### src/rtl/pc_issue_unit_if.sv
// rtl/pc_issue_unit_if.sv - PC-to-fetch valid/ready handshake bundle
interface pc_issue_unit_if #(
    parameter int PC_WIDTH = 32
);
    logic                pc_valid;
    logic                pc_ready;
    logic [PC_WIDTH-1:0] pc_out;

    modport master (output pc_valid, output pc_out, input pc_ready);
    modport slave  (input pc_valid, input pc_out, output pc_ready);
endinterface

### src/rtl/pc_issue_unit.sv
// rtl/pc_issue_unit.sv - sequential PC issuer with redirect, halt and issue counting
module pc_issue_unit #(
    parameter int                  PC_WIDTH     = 32,
    parameter logic [PC_WIDTH-1:0] RESET_VECTOR = '0,
    parameter int                  PC_STEP      = 1,
    parameter int                  COUNT_WIDTH  = 32
) (
    input  logic                   clock,
    input  logic                   reset_n,
    input  logic                   enable,
    input  logic                   halt,
    input  logic                   redirect_valid,
    input  logic [PC_WIDTH-1:0]    redirect_pc,
    pc_issue_unit_if.master        fetch,
    output logic                   halted,
    output logic [COUNT_WIDTH-1:0] issue_count
);
    localparam logic [PC_WIDTH-1:0] STEP = PC_WIDTH'(PC_STEP);

    typedef enum logic [1:0] {IDLE, RUN, HALT} state_t;

    state_t              state, state_next;
    logic [PC_WIDTH-1:0] next_pc;
    logic                xfer;
    logic                take_redirect;
    logic                do_issue;

    assign xfer = fetch.pc_valid & fetch.pc_ready;

    // State register
    always_ff @(posedge clock or negedge reset_n) begin
        if (!reset_n) state <= IDLE;
        else          state <= state_next;
    end

    // Next state: redirect outranks halt; redirect is meaningless before the first enable
    always_comb begin
        state_next = state;
        case (state)
            IDLE:    if (enable) state_next = RUN;
            RUN:     if (!redirect_valid && halt) state_next = HALT;
            HALT:    if (redirect_valid) state_next = RUN;
            default: state_next = IDLE;
        endcase
    end

    // FSM outputs: redirect/issue qualifiers for the datapath and the halted flag
    always_comb begin
        halted        = (state == HALT);
        take_redirect = redirect_valid && (state != IDLE);
        // Halt stops new issue on the same edge it is seen; the held PC may still drain
        do_issue      = (state == RUN) && enable && !redirect_valid && !halt
                        && (!fetch.pc_valid || fetch.pc_ready);
    end

    // Output slot, sequential PC and handshake counter
    always_ff @(posedge clock or negedge reset_n) begin
        if (!reset_n) begin
            fetch.pc_valid <= 1'b0;
            fetch.pc_out   <= RESET_VECTOR;
            next_pc        <= RESET_VECTOR;
            issue_count    <= '0;
        end else begin
            // A transfer completing in a redirect cycle still counts
            if (xfer) issue_count <= issue_count + COUNT_WIDTH'(1);
            if (take_redirect) begin
                fetch.pc_valid <= 1'b0;
                next_pc        <= redirect_pc;
            end else if (do_issue) begin
                fetch.pc_out   <= next_pc;
                fetch.pc_valid <= 1'b1;
                next_pc        <= next_pc + STEP;
            end else if (xfer) begin
                fetch.pc_valid <= 1'b0;
            end
        end
    end
endmodule

### src/flat_wrapper.sv
// flat-port wrapper written by rule: the top's interface ports become plain ports
module pc_issue_unit_flat 
#(
    parameter int                  PC_WIDTH     = 32,
    parameter logic [PC_WIDTH-1:0] RESET_VECTOR = '0,
    parameter int                  PC_STEP      = 1,
    parameter int                  COUNT_WIDTH  = 32
)
  (clock, reset_n, enable, halt, redirect_valid, redirect_pc, halted, issue_count, fetch_pc_valid, fetch_pc_out, fetch_pc_ready);
  pc_issue_unit_if #(.PC_WIDTH(PC_WIDTH)) fetch_i ();
  input  logic clock;
  input  logic reset_n;
  input  logic enable;
  input  logic halt;
  input  logic redirect_valid;
  input  logic [PC_WIDTH-1:0] redirect_pc;
  output logic halted;
  output logic [COUNT_WIDTH-1:0] issue_count;
  output wire logic [$bits(fetch_i.pc_valid)-1:0] fetch_pc_valid;
  output wire logic [$bits(fetch_i.pc_out)-1:0] fetch_pc_out;
  input wire logic [$bits(fetch_i.pc_ready)-1:0] fetch_pc_ready;
  assign fetch_pc_valid = fetch_i.pc_valid;
  assign fetch_pc_out = fetch_i.pc_out;
  assign fetch_i.pc_ready = fetch_pc_ready;
  pc_issue_unit #(.PC_WIDTH(PC_WIDTH), .RESET_VECTOR(RESET_VECTOR), .PC_STEP(PC_STEP), .COUNT_WIDTH(COUNT_WIDTH)) u_core (.clock(clock), .reset_n(reset_n), .enable(enable), .halt(halt), .redirect_valid(redirect_valid), .redirect_pc(redirect_pc), .fetch(fetch_i), .halted(halted), .issue_count(issue_count));
endmodule
### config.mk
export PLATFORM = sky130hd
export DESIGN_NAME = pc_issue_unit_flat
export DESIGN_NICKNAME = d
export VERILOG_FILES = /design/src/rtl/pc_issue_unit_if.sv /design/src/rtl/pc_issue_unit.sv /design/src/flat_wrapper.sv
export SDC_FILE = /design/constraint.sdc
export NUM_CORES = 1
export LEC_CHECK = 0
export BUFFER_PORTS_ARGS = -buffer_cell sky130_fd_sc_hd__buf_4
export CAP_MARGIN = 10
export CORE_AREA = 5 5 105 107
export CTS_CLUSTER_DIAMETER = 120
export DETAILED_ROUTE_END_ITERATION = 8
export DIE_AREA = 0 0 110 112
export PLACE_DENSITY = 0.78
export SLEW_MARGIN = 20
export SYNTH_ARGS = -nofsm -noshare
export SYNTH_HDL_FRONTEND = slang
export SYNTH_SLANG_ARGS = --single-unit
### constraint.sdc
create_clock -name clock -period 2.1 [get_ports clock]
set_clock_uncertainty 0.2 [all_clocks]
set_input_delay 0.42 -clock clock [delete_from_list [all_inputs] [get_ports clock]]
set_output_delay 0.42 -clock clock [all_outputs]
set_load 0.05 [all_outputs]
Word-level counts from Yosys, hierarchy flattened:

Cells that the tools add are included.

* register bits: 99
* bits of input ports: 38
* output and inout bits: 66
* word-level logic and storage cells: 39

* add/subtract/negate cells: 2
* equal/unequal tests: 5
* mux-type cells: 9
* bitwise operators: 2
* reductions and logical operators: 16

Operator list (number)
* adder 32 x 1 -> 32 bit (second input constant): 2
* 2-to-1 mux 32 bit: 2
* logical AND 1 bit: 6
* 2-to-1 mux 2 bit: 3
* one-hot mux 2 bit (3 select lines): 1
* inequality test 2 bit (second input constant): 2
* nonzero test 2 bit: 2
* zero test 1 bit: 3
* 2-to-1 mux 1 bit: 3
* AND reduction 3 bit: 1
* nonzero test 3 bit: 1
* equality test 2 x 1 -> 1 bit (second input constant): 1
* equality test 2 bit (second input constant): 1
* zero test 2 bit: 1
* inequality test 2 x 1 -> 1 bit (second input constant): 1
* AND reduction 2 bit: 1
* bitwise AND 1 bit: 1
* logical OR 1 bit: 1
* NOT 1 bit: 1

Logic depth before layout (Yosys ltp):

* depth in word-level cells: 7
* depth in mapped cells: 7
* gate-level depth less buffers: 6

Worst setup path before layout:

No wires, ideal clock.

* path kind: register to register
* start: register u_core.issue_count[2]
* end: register u_core.issue_count[31]
* setup time: 0.082 ns
* data arrival time: 2.060 ns
* setup slack: -0.242 ns
* cell stages (with the launch flop): 6
* clock period less this slack: 2.342 ns
* path through: dfrtp_1 nand4_1 or3_1 or4_4 nor2_1 xor2_1

* cells in the longest elaborated chain, start to end: 1

RTL lines
* start, declared: line pc_issue_unit.sv:16 `output logic [COUNT_WIDTH-1:0] issue_count`
* start signal, assigned: line pc_issue_unit.sv:65 `if (xfer) issue_count <= issue_count + COUNT_WIDTH'(1);`
* adder 32 x 1 -> 32 bit: line pc_issue_unit.sv:65

Every way passes these cells.
A chain may end at the register's enable or synchronous reset.

Final worst setup path:

* start: register u_core.issue_count[3]
* end: register u_core.issue_count[29]

Same word-level chain as after synthesis.

==> key figures <==
Run status
  – Status: finished clean

Routing
  – Pre-antenna DRT Iters: 5
  – Vias/cell: 5.40
  – WL per Instance: 15.5 um
  – Remaining DRCs: 0
  – Antenna Nets Post-Route: 0
  – Vias: 4322
  – DRT iter0 DRCs: 306
  – Drt total wl: 12400 um

CTS
  – TritonCTS clock tree: yes
  – Maximum clock path buffer count: 2
  – Root buffer cell: clkbuf_8
  – Sink Count: 99
  – Cts bufs inserted: 9
  – CTS H-tree lvls: 3
  – Worst-path clk slew: 90 ps
  – Clk_lat worst skew: 370 ps

Logic synthesis
  – Ys async rst share: 100%
  – Synthesized area per cell: 9.38 um^2
  – Top-count cell post-synth: nand2_1
  – Syn Std Cell Area: 4730 um^2
  – Predominant post-synthesis flop cell: dfrtp_1
  – Synth cell types: 54
  – Post-synth top area cell: dfrtp_1
  – Register area share after synthesis: ~52%
  – Top cell type's share of synthesized area: a little over half
  – Post-synth top cells: nand2_1 (137), dfrtp_1 (99), nand3_1 (32)
  – Number of synthesized flops with an enable pin: 0
  – Largest cells by area after synthesis: dfrtp_1 (52%), nand2_1 (11%), xnor2_1 (4.4%)
  – Gate count of the mapped netlist: 504
  – Net Count, Synth: 544
  – Seq cells post-synth: 99
  – Synth warn: 0

Floorplanning
  – Die Span Y: 112 um
  – # rows: 37
  – Io pins: roughly 100
  – Die area: approximately 12000 um^2
  – DIE WIDTH: 110 um
  – Initial cell density of the core: 47.1%
  – Core Area: 10000 um^2

Power and ir drop
  – Peak VDD IR: 0.733 mV
  – Leakage power: 3.08 nW
  – Total power: around 7.4 mW
  – PwrDens: approximately 1200 nW/um^2

GRT
  – Largest net degree at the start of global routing: 62
  – GRT overflow: 0
  – Number of global-route vias before repair: 4270
  – Total GRT Usage: 20.7%
  – First-pass GRT wire length: between 20000 and 25000 um
  – Antenna violations before repair: 0

Timing
  – Final setup violation count: 0
  – Fin worst setup slack: between 50 and 60 ps
  – Final Hold Fails: 0
  – Slew Viols, Final: 0
  – RSZ-0062 raised after global routing: true
  – Slew @ Worst Pin: around 530 ps
  – Worst relative slew slack: ~65%
  – Tmin final: 2040 ps
  – Achievable frequency: 0.490 GHz
  – Tcrit/Tclk final: between 90% and 100%

Final layout
  – Filler cell count: ~820
  – Layout Utilization: 63.8%
  – Area of the multi-input gates: 2240 um^2
  – Seq. cell area: ~2500 um^2
  – Nets: 699
  – Ant diodes: 0
  – Share of cells above drive strength 1: 33.7%
  – Fin cells: 800
  – P&R area growth vs syn: 35.6%

Critical path
  – Crit. End Element: flop
  – WP data arrival: 2130 ps
  – Crit Path Max Fanout: 4
  – Required @ worst endpoint: 2190 ps
  – Kind of critical path: reg2reg
  – Critical Path Start Type: flop

Placement
  – Placer Congestion: 0.859
  – Worst slack, placed: -209 ps
  – Detail Placement HPWL: around 8900 um
  – # port buffers: 103
  – Cells after DPL: 778

Job
  – Max Cap Violations: 0

Min path
  – Worst min path class: in2reg
-- final timing paths --
| kind | cells past startpoint | startpoint | end | slack (ps) |
|---|---|---|---|---|
| setup / recovery | 5 | u_core.issue_count[3]$_DFFE_PN0P_ | u_core.issue_count[29]$_DFFE_PN0P_ | 60 |
| hold / removal | 3 | redirect_pc[28] | u_core.next_pc[28]$_DFFE_PN0P_ | 50 |
| setup reg to reg | 5 | u_core.issue_count[3]$_DFFE_PN0P_ | u_core.issue_count[29]$_DFFE_PN0P_ | 60 |
| hold reg to reg | 1 | u_core.issue_count[31]$_DFFE_PN0P_ | u_core.issue_count[31]$_DFFE_PN0P_ | 280 |
| max in group asynchronous | 3 | reset_n | u_core.next_pc[0]$_DFFE_PN0P_ | 710 |
| min in group asynchronous | 2 | reset_n | u_core.state[1]$_DFFE_PN0P_ | 310 |
-- layout make-up --
type / count / area share [%]
clock inverters: 5 / 0.839
flip-flops and latches: 99 / 39.0
multi-input cells: 378 / 34.9
clock buffers: 11 / 2.21
inverters: 7 / 0.410
repair buffers: 164 / 19.9
well taps: 136 / 2.65
-- state kept, by name, indices dropped and copies added, names as in the netlist --
register and cells:
u_core.next_pc 32, u_core.fetch.pc_valid 1, u_core.fetch.pc_out 32, u_core.issue_count 32, u_core.state 2
-- cells by family after synthesis --
logic type | synth area share, %
AOI/OAI and AO/OA | 9.45
xor gates and xnor gates | 6.85
adders and majority gates | 0.529
buffers and inverters | 2.38
DFF | 52.4
muxes | 0.450
and+or+nand+nor | 27.9
-- report_power, final --
group,leakage (nW),total (mW),internal [mW],switching (mW)
logic,1.75,3.26,1.11,2.15
clock network,0.103,1.24,0.580,0.662
registers,1.23,2.92,2.47,0.453
total,3.08,7.42,4.15,3.27
-- critical path, cell delays in order (launching register included) --
cell and delay (ps):
dfrtp_2 400, nand4_1 150, or3_4 360, or4_4 580
nor2_4 110, xor2_1 160
-- layout by cell type (no fill, tap or decap), drive strengths merged, types with 2 or more instances in the layout --
cell type / count
clkinv: 4
a21o: 2
o21ai: 24
a221o: 2
and3: 12
nor4: 6
o211ai: 7
dfrtp: 99
a211oi: 3
buf: 163
a21oi: 5
a32oi: 2
inv: 7
o21bai: 2
nor3: 7
xor2: 13
o311ai: 6
and2: 8
nand3: 33
nand4: 17
ha: 2
nor2b: 2
nor2: 29
xnor2: 24
a31oi: 4
clkbuf: 11
a22oi: 3
nand2: 138
and4: 4
or4: 4
or3: 5
-- per-stage QoR --
| step | area (um^2) | hold WS (ps) | TNS (ps) |
|---|---|---|---|
| 2_1_floorplan | 4780 | -75.6 | -18.5 |
| 3_3_place_gp | 6080 | 168 | -990 |
| 3_5_place_dp | 6080 | 171 | -1720 |
| 4_1_cts | 6290 | 44.0 | 0 |
| 5_1_grt | 6410 | 52.1 | -50.9 |
| 6_report | 6410 | 50.6 | 0 |
-- layer usage --
metal / part of all wire (%) / track usage (%) / wire length (um) / vias to the layer above
li1: - / - / - / 2058
met1: 42 / 27.8 / 5220 / 2063
met2: 49 / 32.8 / 6100 / 181
met3: 7.3 / 5.28 / 908 / 20
met4: 1.4 / 6.15 / 178 / 0
met5: 0 / 0 / 0 / -
-- timing repair --
action                     CTS  global route
pin swaps                    0             6
hold buffers                 1             0
hold endpoints to repair    25             0
setup endpoints to repair    3            24
cloned                       0             0
resized for setup            2            17
buffers inserted             0             5
(Power assumes the default switching activity.)
